===== src/rtl/uart_cmd_host.sv =====
// Host-side UART command initiator: sends CMD_BYTE + operand, then collects a RESP_BYTES reply.
// Define UART_HOST_TIMEOUT_EN to enable the reply timeout and err_timeout.
module uart_cmd_host #(
  parameter int         CLK_FREQ     = 50_000_000,
  parameter int         BAUD         = 9600,
  parameter logic [7:0] CMD_BYTE     = 8'h73,
  parameter int         RESP_BYTES   = 3,
  parameter int         RESP_TIMEOUT = 200
) (
  input  logic                    clk,
  input  logic                    rst,
  input  logic                    start,
  input  logic [7:0]              operand,
  output logic                    busy,
  output logic                    tx,
  input  logic                    rx,
  output logic [8*RESP_BYTES-1:0] result,
  output logic                    done,
  output logic                    err_frame,
  output logic                    err_timeout
);

  localparam int CPB = CLK_FREQ / BAUD;
  localparam int BW  = $clog2(CPB);
  localparam int RW  = 8 * RESP_BYTES;
  localparam int CW  = $clog2(RESP_BYTES + 1);

  localparam logic [BW-1:0] B_LAST = BW'(CPB - 1);
  localparam logic [BW-1:0] B_HALF = BW'(CPB / 2 - 1);
  localparam logic [CW-1:0] N_LAST = CW'(RESP_BYTES - 1);

  localparam logic [2:0] S_IDLE = 3'd0;
  localparam logic [2:0] S_CMD  = 3'd1;
  localparam logic [2:0] S_OP   = 3'd2;
  localparam logic [2:0] S_WAIT = 3'd3;
  localparam logic [2:0] S_RECV = 3'd4;

  logic [2:0]    r_state;
  logic [9:0]    r_sh;
  logic [7:0]    r_op;
  logic [BW-1:0] r_bcnt;
  logic [3:0]    r_bit;
  logic          r_rx1, r_rx2, r_rx3;
  logic [7:0]    r_rbyte;
  logic [RW-9:0] r_rsh;
  logic [CW-1:0] r_nbytes;
  logic [RW-1:0] r_result;
  logic          r_busy, r_done, r_err_fr, r_err_to;
  logic          w_tmo;
  logic          w_fall;

  assign tx          = r_sh[0];
  assign busy        = r_busy;
  assign result      = r_result;
  assign done        = r_done;
  assign err_frame   = r_err_fr;
  assign err_timeout = r_err_to;
  assign w_fall      = r_rx3 & ~r_rx2;

`ifdef UART_HOST_TIMEOUT_EN
  localparam int TW = $clog2(RESP_TIMEOUT + 1);

  logic [BW-1:0] r_tclk;
  logic [TW-1:0] r_tbits;
  logic          w_listen;
  logic          w_fin;

  assign w_listen = (r_state == S_WAIT) || (r_state == S_RECV);
  assign w_tmo    = w_listen && (r_tclk == B_LAST) &&
                    (r_tbits == TW'(RESP_TIMEOUT - 1));
  // last good stop bit beats a coincident timeout
  assign w_fin    = (r_state == S_RECV) && (r_bit == 4'd9) &&
                    (r_bcnt == B_LAST) && r_rx2 && (r_nbytes == N_LAST);

  always_ff @(posedge clk or negedge rst) begin
    if (!rst) begin
      r_tclk  <= '0;
      r_tbits <= '0;
    end else if (!w_listen) begin
      r_tclk  <= '0;
      r_tbits <= '0;
    end else if (r_tclk == B_LAST) begin
      r_tclk  <= '0;
      r_tbits <= r_tbits + 1'b1;
    end else begin
      r_tclk  <= r_tclk + 1'b1;
    end
  end
`else
  assign w_tmo = 1'b0;
`endif

  always_ff @(posedge clk or negedge rst) begin
    if (!rst) begin
      r_rx1 <= 1'b1;
      r_rx2 <= 1'b1;
      r_rx3 <= 1'b1;
    end else begin
      r_rx1 <= rx;
      r_rx2 <= r_rx1;
      r_rx3 <= r_rx2;
    end
  end

  always_ff @(posedge clk or negedge rst) begin
    if (!rst) begin
      r_state  <= S_IDLE;
      r_sh     <= '1;
      r_op     <= '0;
      r_bcnt   <= '0;
      r_bit    <= '0;
      r_rbyte  <= '0;
      r_rsh    <= '0;
      r_nbytes <= '0;
      r_result <= '0;
      r_busy   <= 1'b0;
      r_done   <= 1'b0;
      r_err_fr <= 1'b0;
      r_err_to <= 1'b0;
    end else begin
      r_done   <= 1'b0;
      r_err_fr <= 1'b0;
      r_err_to <= 1'b0;
      case (r_state)
        S_IDLE: begin
          if (start) begin
            r_op     <= operand;
            r_sh     <= {1'b1, CMD_BYTE, 1'b0};
            r_bcnt   <= '0;
            r_bit    <= '0;
            r_nbytes <= '0;
            r_busy   <= 1'b1;
            r_state  <= S_CMD;
          end
        end
        S_CMD, S_OP: begin
          if (r_bcnt != B_LAST) begin
            r_bcnt <= r_bcnt + 1'b1;
          end else begin
            r_bcnt <= '0;
            if (r_bit != 4'd9) begin
              r_bit <= r_bit + 4'd1;
              r_sh  <= {1'b1, r_sh[9:1]};
            end else begin
              r_bit <= '0;
              if (r_state == S_CMD) begin
                r_sh    <= {1'b1, r_op, 1'b0};
                r_state <= S_OP;
              end else begin
                r_sh    <= '1;
                r_state <= S_WAIT;
              end
            end
          end
        end
        S_WAIT: begin
          if (w_fall) begin
            r_bcnt  <= '0;
            r_bit   <= '0;
            r_state <= S_RECV;
          end
        end
        S_RECV: begin
          if (r_bit == 4'd0) begin
            if (r_bcnt != B_HALF) begin
              r_bcnt <= r_bcnt + 1'b1;
            end else begin
              r_bcnt <= '0;
              if (r_rx2) r_state <= S_WAIT;
              else       r_bit   <= 4'd1;
            end
          end else if (r_bcnt != B_LAST) begin
            r_bcnt <= r_bcnt + 1'b1;
          end else begin
            r_bcnt <= '0;
            if (r_bit != 4'd9) begin
              r_rbyte <= {r_rx2, r_rbyte[7:1]};
              r_bit   <= r_bit + 4'd1;
            end else begin
              r_bit <= '0;
              if (!r_rx2) begin
                r_err_fr <= 1'b1;
                r_busy   <= 1'b0;
                r_state  <= S_IDLE;
              end else if (r_nbytes == N_LAST) begin
                r_result <= {r_rsh, r_rbyte};
                r_done   <= 1'b1;
                r_busy   <= 1'b0;
                r_state  <= S_IDLE;
              end else begin
                r_rsh    <= {r_rsh[RW-17:0], r_rbyte};
                r_nbytes <= r_nbytes + 1'b1;
                r_state  <= S_WAIT;
              end
            end
          end
        end
        default: begin
          r_busy  <= 1'b0;
          r_state <= S_IDLE;
        end
      endcase
`ifdef UART_HOST_TIMEOUT_EN
      if (w_tmo && !w_fin) begin
        r_err_to <= 1'b1;
        r_err_fr <= 1'b0;
        r_done   <= 1'b0;
        r_busy   <= 1'b0;
        r_state  <= S_IDLE;
      end
`endif
    end
  end

endmodule

===== config.mk =====
export PLATFORM = sky130hd
export DESIGN_NAME = uart_cmd_host
export DESIGN_NICKNAME = d
export VERILOG_FILES = /design/src/rtl/uart_cmd_host.sv
export SDC_FILE = /design/constraint.sdc
export NUM_CORES = 1
export LEC_CHECK = 0
export CAP_MARGIN = 15
export CORE_MARGIN = 3
export CORE_UTILIZATION = 40
export CTS_CLUSTER_SIZE = 25
export DETAILED_ROUTE_END_ITERATION = 10
export SLEW_MARGIN = 20
export SYNTH_ARGS = -nofsm -noshare
export SYNTH_HDL_FRONTEND = slang
export SYNTH_SLANG_ARGS = --single-unit
export TNS_END_PERCENT = 100

===== constraint.sdc =====
create_clock -name clk -period 2.6 [get_ports clk]
set_input_delay 0.39 -clock clk [delete_from_list [all_inputs] [get_ports clk]]
set_output_delay 0.39 -clock clk [all_outputs]
set_load 0.005 [all_outputs]

* Word-level counts from Yosys, hierarchy flattened
Index checks and enable logic that the tools add are counted.
** Storage, ports and cells
- Register bits :: 94
- Latch bits :: 0
- Bits in writable memories :: 0
- ROM bits :: 0
- Input port bits :: 12
- Output and inout port bits :: 29
- Memories :: 0
** Operators by class
- Add/subtract/negate cells :: 3
- $mul :: 0
- Div/mod/pow operators :: 0
- $lt $le $gt $ge :: 0
- Equality and inequality tests :: 23
- Shift operators :: 0
- Multiplexer cells :: 57
- Bitwise operators :: 7
- Reductions and logical operators :: 17
** Operator list (number)
- 2-to-1 mux 13 bit :: 5
- one-hot mux 13 bit (4 select lines) :: 1
- 2-to-1 mux 4 bit :: 7
- 2-to-1 mux 3 bit :: 9
- 2-to-1 mux 10 bit :: 2
- one-hot mux 10 bit (2 select lines) :: 1
- 2-to-1 mux 1 bit :: 18
- 2-to-1 mux 9 bit :: 2
- != test 2 bit, second input constant :: 9
- != test 3 bit, second input constant :: 6
- AND reduction 6 bit :: 3
- 2-to-1 mux 2 bit :: 8
- one-hot mux 4 bit (4 select lines) :: 1
- adder 13 x 1 -> 13 bit, second input constant :: 1
- != test 13 x 12 -> 1 bit, second input constant :: 1
- != test 13 bit, second input constant :: 1
- one-hot mux 3 bit (4 select lines) :: 1
- AND reduction 8 bit :: 1
- AND reduction 7 bit :: 1
- equality test 3 x 2 -> 1 bit, second input constant :: 2
- NOT 1 bit :: 6
- AND reduction 3 bit :: 2
- AND reduction 5 bit :: 1
- adder 4 x 1 -> 4 bit, second input constant :: 1
- other kinds (16) :: 17

* Depth between registers and ports, before layout
- Depth in word-level cells :: 7
- Mapped depth :: 10
- Depth with buffers taken out :: 7

* Worst setup path before layout
OpenSTA, ideal clock, no wires.
- Path type :: register -> register
- Start :: register r_bcnt[0]
- End :: register r_result[10] (netlist: result[10])
- Library setup time :: 0.127 ns
- Data arrival time :: 2.241 ns
- Setup slack :: 0.231 ns
- Cell stages (with the launch flop) :: 9
- Period minus slack after synthesis :: 2.369 ns
- Path through :: dfrtp_1 -> ha_1 -> or3b_1 -> nor4_4 -> and2_1 -> and4_1 -> buf_4 -> buf_6 -> mux2_1
** On the way
- Cells in the longest elaborated chain, start to end :: 3
** Ends and longest elaborated chain
- start: declaration :: RTL line 41 : logic [BW-1:0] r_bcnt;
- start signal: assignment :: RTL line 138 : r_bcnt <= r_bcnt + 1'b1;
- start signal: assignment :: RTL line 166 : r_bcnt <= r_bcnt + 1'b1;
- start signal: assignment :: RTL line 173 : r_bcnt <= r_bcnt + 1'b1;
- != test 13 bit :: RTL line 172 : end else if (r_bcnt != B_LAST) begin
- NOT 1 bit (no source line)
- AND reduction 6 bit (no source line)
- end signal: assignment :: RTL line 186 : r_result <= {r_rsh, r_rbyte};
- end: declaration :: RTL line 47 : logic [RW-1:0] r_result;
Every way passes these cells.
A chain may end at the register's enable or synchronous reset.

* Final worst setup path
- Start :: register r_bit[0]
- End :: register r_state[1]
** On the way
- Cells in the longest elaborated chain, start to end :: 3
- Elaborated cells on any way between the ends :: 10
** Ends and longest elaborated chain
- start: declaration :: RTL line 42 : logic [3:0] r_bit;
- start signal: assignment :: RTL line 142 : r_bit <= r_bit + 4'd1;
- start signal: assignment :: RTL line 178 : r_bit <= r_bit + 4'd1;
- != test 4 bit or logical NOT 4 bit (tied branches) :: RTL line 141, 176, 164
- != test 3 bit (no source line), or another cell as far along
- AND reduction 8 bit (no source line) or one-hot mux 3 bit (4 select lines) (tied branches)
- end signal: assignment :: RTL line 148 : r_state <= S_OP;
- end signal: assignment :: RTL line 151 : r_state <= S_WAIT;
- end signal: assignment :: RTL line 184 : r_state <= S_IDLE;
- end: declaration :: RTL line 38 : logic [2:0] r_state;
Several ways; a longest one is shown, not always the timed one.

==> run summary <==
Outcome: finished with violations
Failing checks: negative hold slack
Die X: 108 um
Async SR Flop Fraction: 1.00
ANT cells: 0
Yosys reg bits: 93
GRT Overall Usage: 0.142
Largest family of logic cells by synthesized area: multiplexers
Post-Synth XOR/XNOR Area: 0.00835
Worst slew margin: 0.590
Flop2flop setup slack: 170 ps
Fin Clk Skew: 8.56 ps
Met1 usage: 0.205
Top Usage Layer GRT: met2
Initial Util: 0.420
Complex-gate fraction of the synthesized area: 0.112
Cell with the most instances after synthesis: dfrtp_1
VDD IR-drop max: 480 uV
Post-CTS Setup Inserts: 0
Crit path time final: 2430 ps
Clk Tree Root Cell: clkbuf_8
Met2 Track Usage GR: 0.210
Final Net Count: 400
Max-cap violations: 0
CP Launch Type: flop
IO Port Bufs: 39
DR vias: 2772
Worst r2r dst: r_state[1]$_DFFE_PN0P_
Synth area leaders: dfrtp_1 (48%), mux2_2 (10%), dfstp_2 (7.5%), mux2_1 (5.1%), o21ai_0 (1.8%)
CP Max Fanout: 5
Initial DRC count: 132
Ys Warns: 0
Arr. time, crit path: 2680 ps
First-pass GRT wire length: 13300 um
Tcrit/Tclk final: 0.933
RSZ-0062 raised after global routing: no
Later-pin clock latency in the skew report: 360 ps
Rows: 36
Clock sinks: 93
Adder-cell share of the synthesized area: 0.0149
DP Wirelength: 5110 um
Critical-path top delay cell: dfrtp_1
Sequential cell area: 2340 sq um
Synth Area in Simple Gates: 0.101
Fill cells: 912
Congestion Overflow GR: 0
Drt total wl: 7730 um
CTS tree: done
Area leader, netlist: dfrtp_1
Netlist cell types: 49
Worst Path Required: 2850 ps
Area of the multi-input gates: 1710 sq um
Chip Height: 108 um
Worst Setup Path Type: reg -> reg
WHS: -6.16 ps
Hold Vio Cnt, Final: 8
Layout cells sized above 1: 0.209
Routed len/inst: 14.8 um
Syn-to-layout area delta: 19.1%
Initial antenna violation count: 0
DRC: 0
Final setup viols: 0
Syn Nets: 358
Syn Inst Count: 341
Critical path cell sequence: inv_1 > ha_1 > or3b_1 > a22oi_1 > a211oi_1 > nor3_1 > mux2_2
Core Box Area: 10000 sq um
Post-synth top area share: 0.483
Hold WC Path Type: in -> async
Sequential area share after synthesis: 0.558
Largest net degree at the start of global routing: 56
Vias in the first global route: 2762
Post-cts sizing count: 0
Clock buffer count from CTS: 9
CP Capture Type: flop
Worst r2r path cells: 7
Most used DFF post-synth: dfrtp_1
Pwr Density: 792 nW/um^2
Initial DRT Pass Iterations: 4
Total die area: 11800 sq um
Largest stage delay, worst path: 450 ps
Post-synth EDFFs: 0
Drt via density: 5.32
Met3 usage: 0.0370
Clk pin slew, worst setup/hold paths: 90 ps
Mapped Area: 4200 sq um
Hold_buf cts: 0
Upper clock frequency limit: 412 MHz
Static Leak: 0.00230 uW
CTS max path bufs: 2
GPL Wtd Cong: 0.816
Slew Limit Fails: 0
Final setup TNS: 0 ps
Detail Route Antenna Nets: 0
Multiplexer area fraction after synthesis: 0.170
H-tree Lvls: 3
Crit Reg-Reg Startpoint: r_bit[0]$_DFFE_PN0P_
Mean Syn Cell Area: 12.3 sq um
Io pins: 41
Post-synth top cells: dfrtp_1 (81), mux2_2 (39), mux2_1 (19)
Worst Max-Slew Pin Slew: 613 ps
## routing by layer
layer,vias to the layer above,part of all wire
met4,0,0.012
li1,1317,-
met3,8,0.039
met1,1391,0.50
met5,-,0
met2,56,0.44
## sequential cells by signal, summed over array words and instances, names as in the netlist
name	cells
r_rx2	1
r_bcnt	13
r_op	8
r_rsh	16
r_rx3	1
result	24
err_frame	1
r_rx1	1
r_rbyte	8
r_nbytes	2
r_state	3
done	1
r_bit	4
r_sh	9
busy	1
## area by class of cell
cell class                 count  area share
clock buffer                  10      0.0255
clock inverter                 6      0.0233
inverter                      13     0.00976
multi-input combinational    217       0.342
sequential                    93       0.469
tap                          133      0.0333
timing repair buffer          49      0.0976
## through the flow
step / util / setup slack, ps / instances / instance area, sq um / power (uW)
floorplan: - / 231 / 341 / 4200 / 2510
global placement: 0.475 / 246 / 505 / 4750 / 2780
detailed placement: 0.475 / 202 / 505 / 4750 / 2810
CTS: 0.500 / 195 / 521 / 5000 / 4000
global route: 0.500 / 28.8 / 521 / 5000 / 4200
finish: 0.500 / 173 / 521 / 5000 / 3960
## cell usage in the layout, fill, tap and decap left out, drive strengths merged, types with 3 or more instances in the layout
cell / instances
dfrtp: 81
mux2: 58
clkdlybuf4s50: 38
o21ai: 16
inv: 15
nor2: 14
nand2: 13
dfstp: 12
a21oi: 12
buf: 11
nand3: 10
clkbuf: 10
o22ai: 8
a22o: 8
mux2i: 6
nand2b: 5
a2bb2oi: 5
o31ai: 5
a21o: 5
ha: 5
xor2: 4
nand3b: 4
nand4: 4
and4: 3
nor2b: 3
nor3: 3
bufinv: 3
or3b: 3
## cells by family after synthesis
kind of cell             after synthesis
multiplexers                          64
adder cells (fa/ha/maj)                5
other                                  1
XOR/XNOR                               4
AO/OA/AOI/OAI                         70
AND/OR/NAND/NOR                       73
flip-flops                            93
buffers and inverters                 31
## where the power goes
group | internal, uW | switching (uW)
logic | 477 | 589
registers | 1580 | 136
clock network | 650 | 528
## critical path: cells and delay by family, from the launching register on
kind | cells | cell delay [ps]
buffers and inverters | 1 | 110
AO/OA/AOI/OAI | 2 | 530
multiplexers | 1 | 370
flip-flops | 1 | 450
adder cells (fa/ha/maj) | 1 | 150
AND/OR/NAND/NOR | 2 | 710
## worst max path at each step
stage / start / endpoint / slack, ps / cells past startpoint
after floorplan: r_bcnt[0]$_DFFE_PN0P_ / result[10]$_DFFE_PN0P_ / 230 / 8
after global placement: r_bit[0]$_DFFE_PN0P_ / r_state[1]$_DFFE_PN0P_ / 250 / 7
after detailed placement: r_bcnt[0]$_DFFE_PN0P_ / result[0]$_DFFE_PN0P_ / 200 / 7
after CTS: r_bcnt[1]$_DFFE_PN0P_ / r_state[1]$_DFFE_PN0P_ / 190 / 7
after global routing: r_bit[0]$_DFFE_PN0P_ / r_state[1]$_DFFE_PN0P_ / 30 / 7
final: r_bit[0]$_DFFE_PN0P_ / r_state[1]$_DFFE_PN0P_ / 170 / 7
Note: power is estimated with default switching activity, not from simulation.
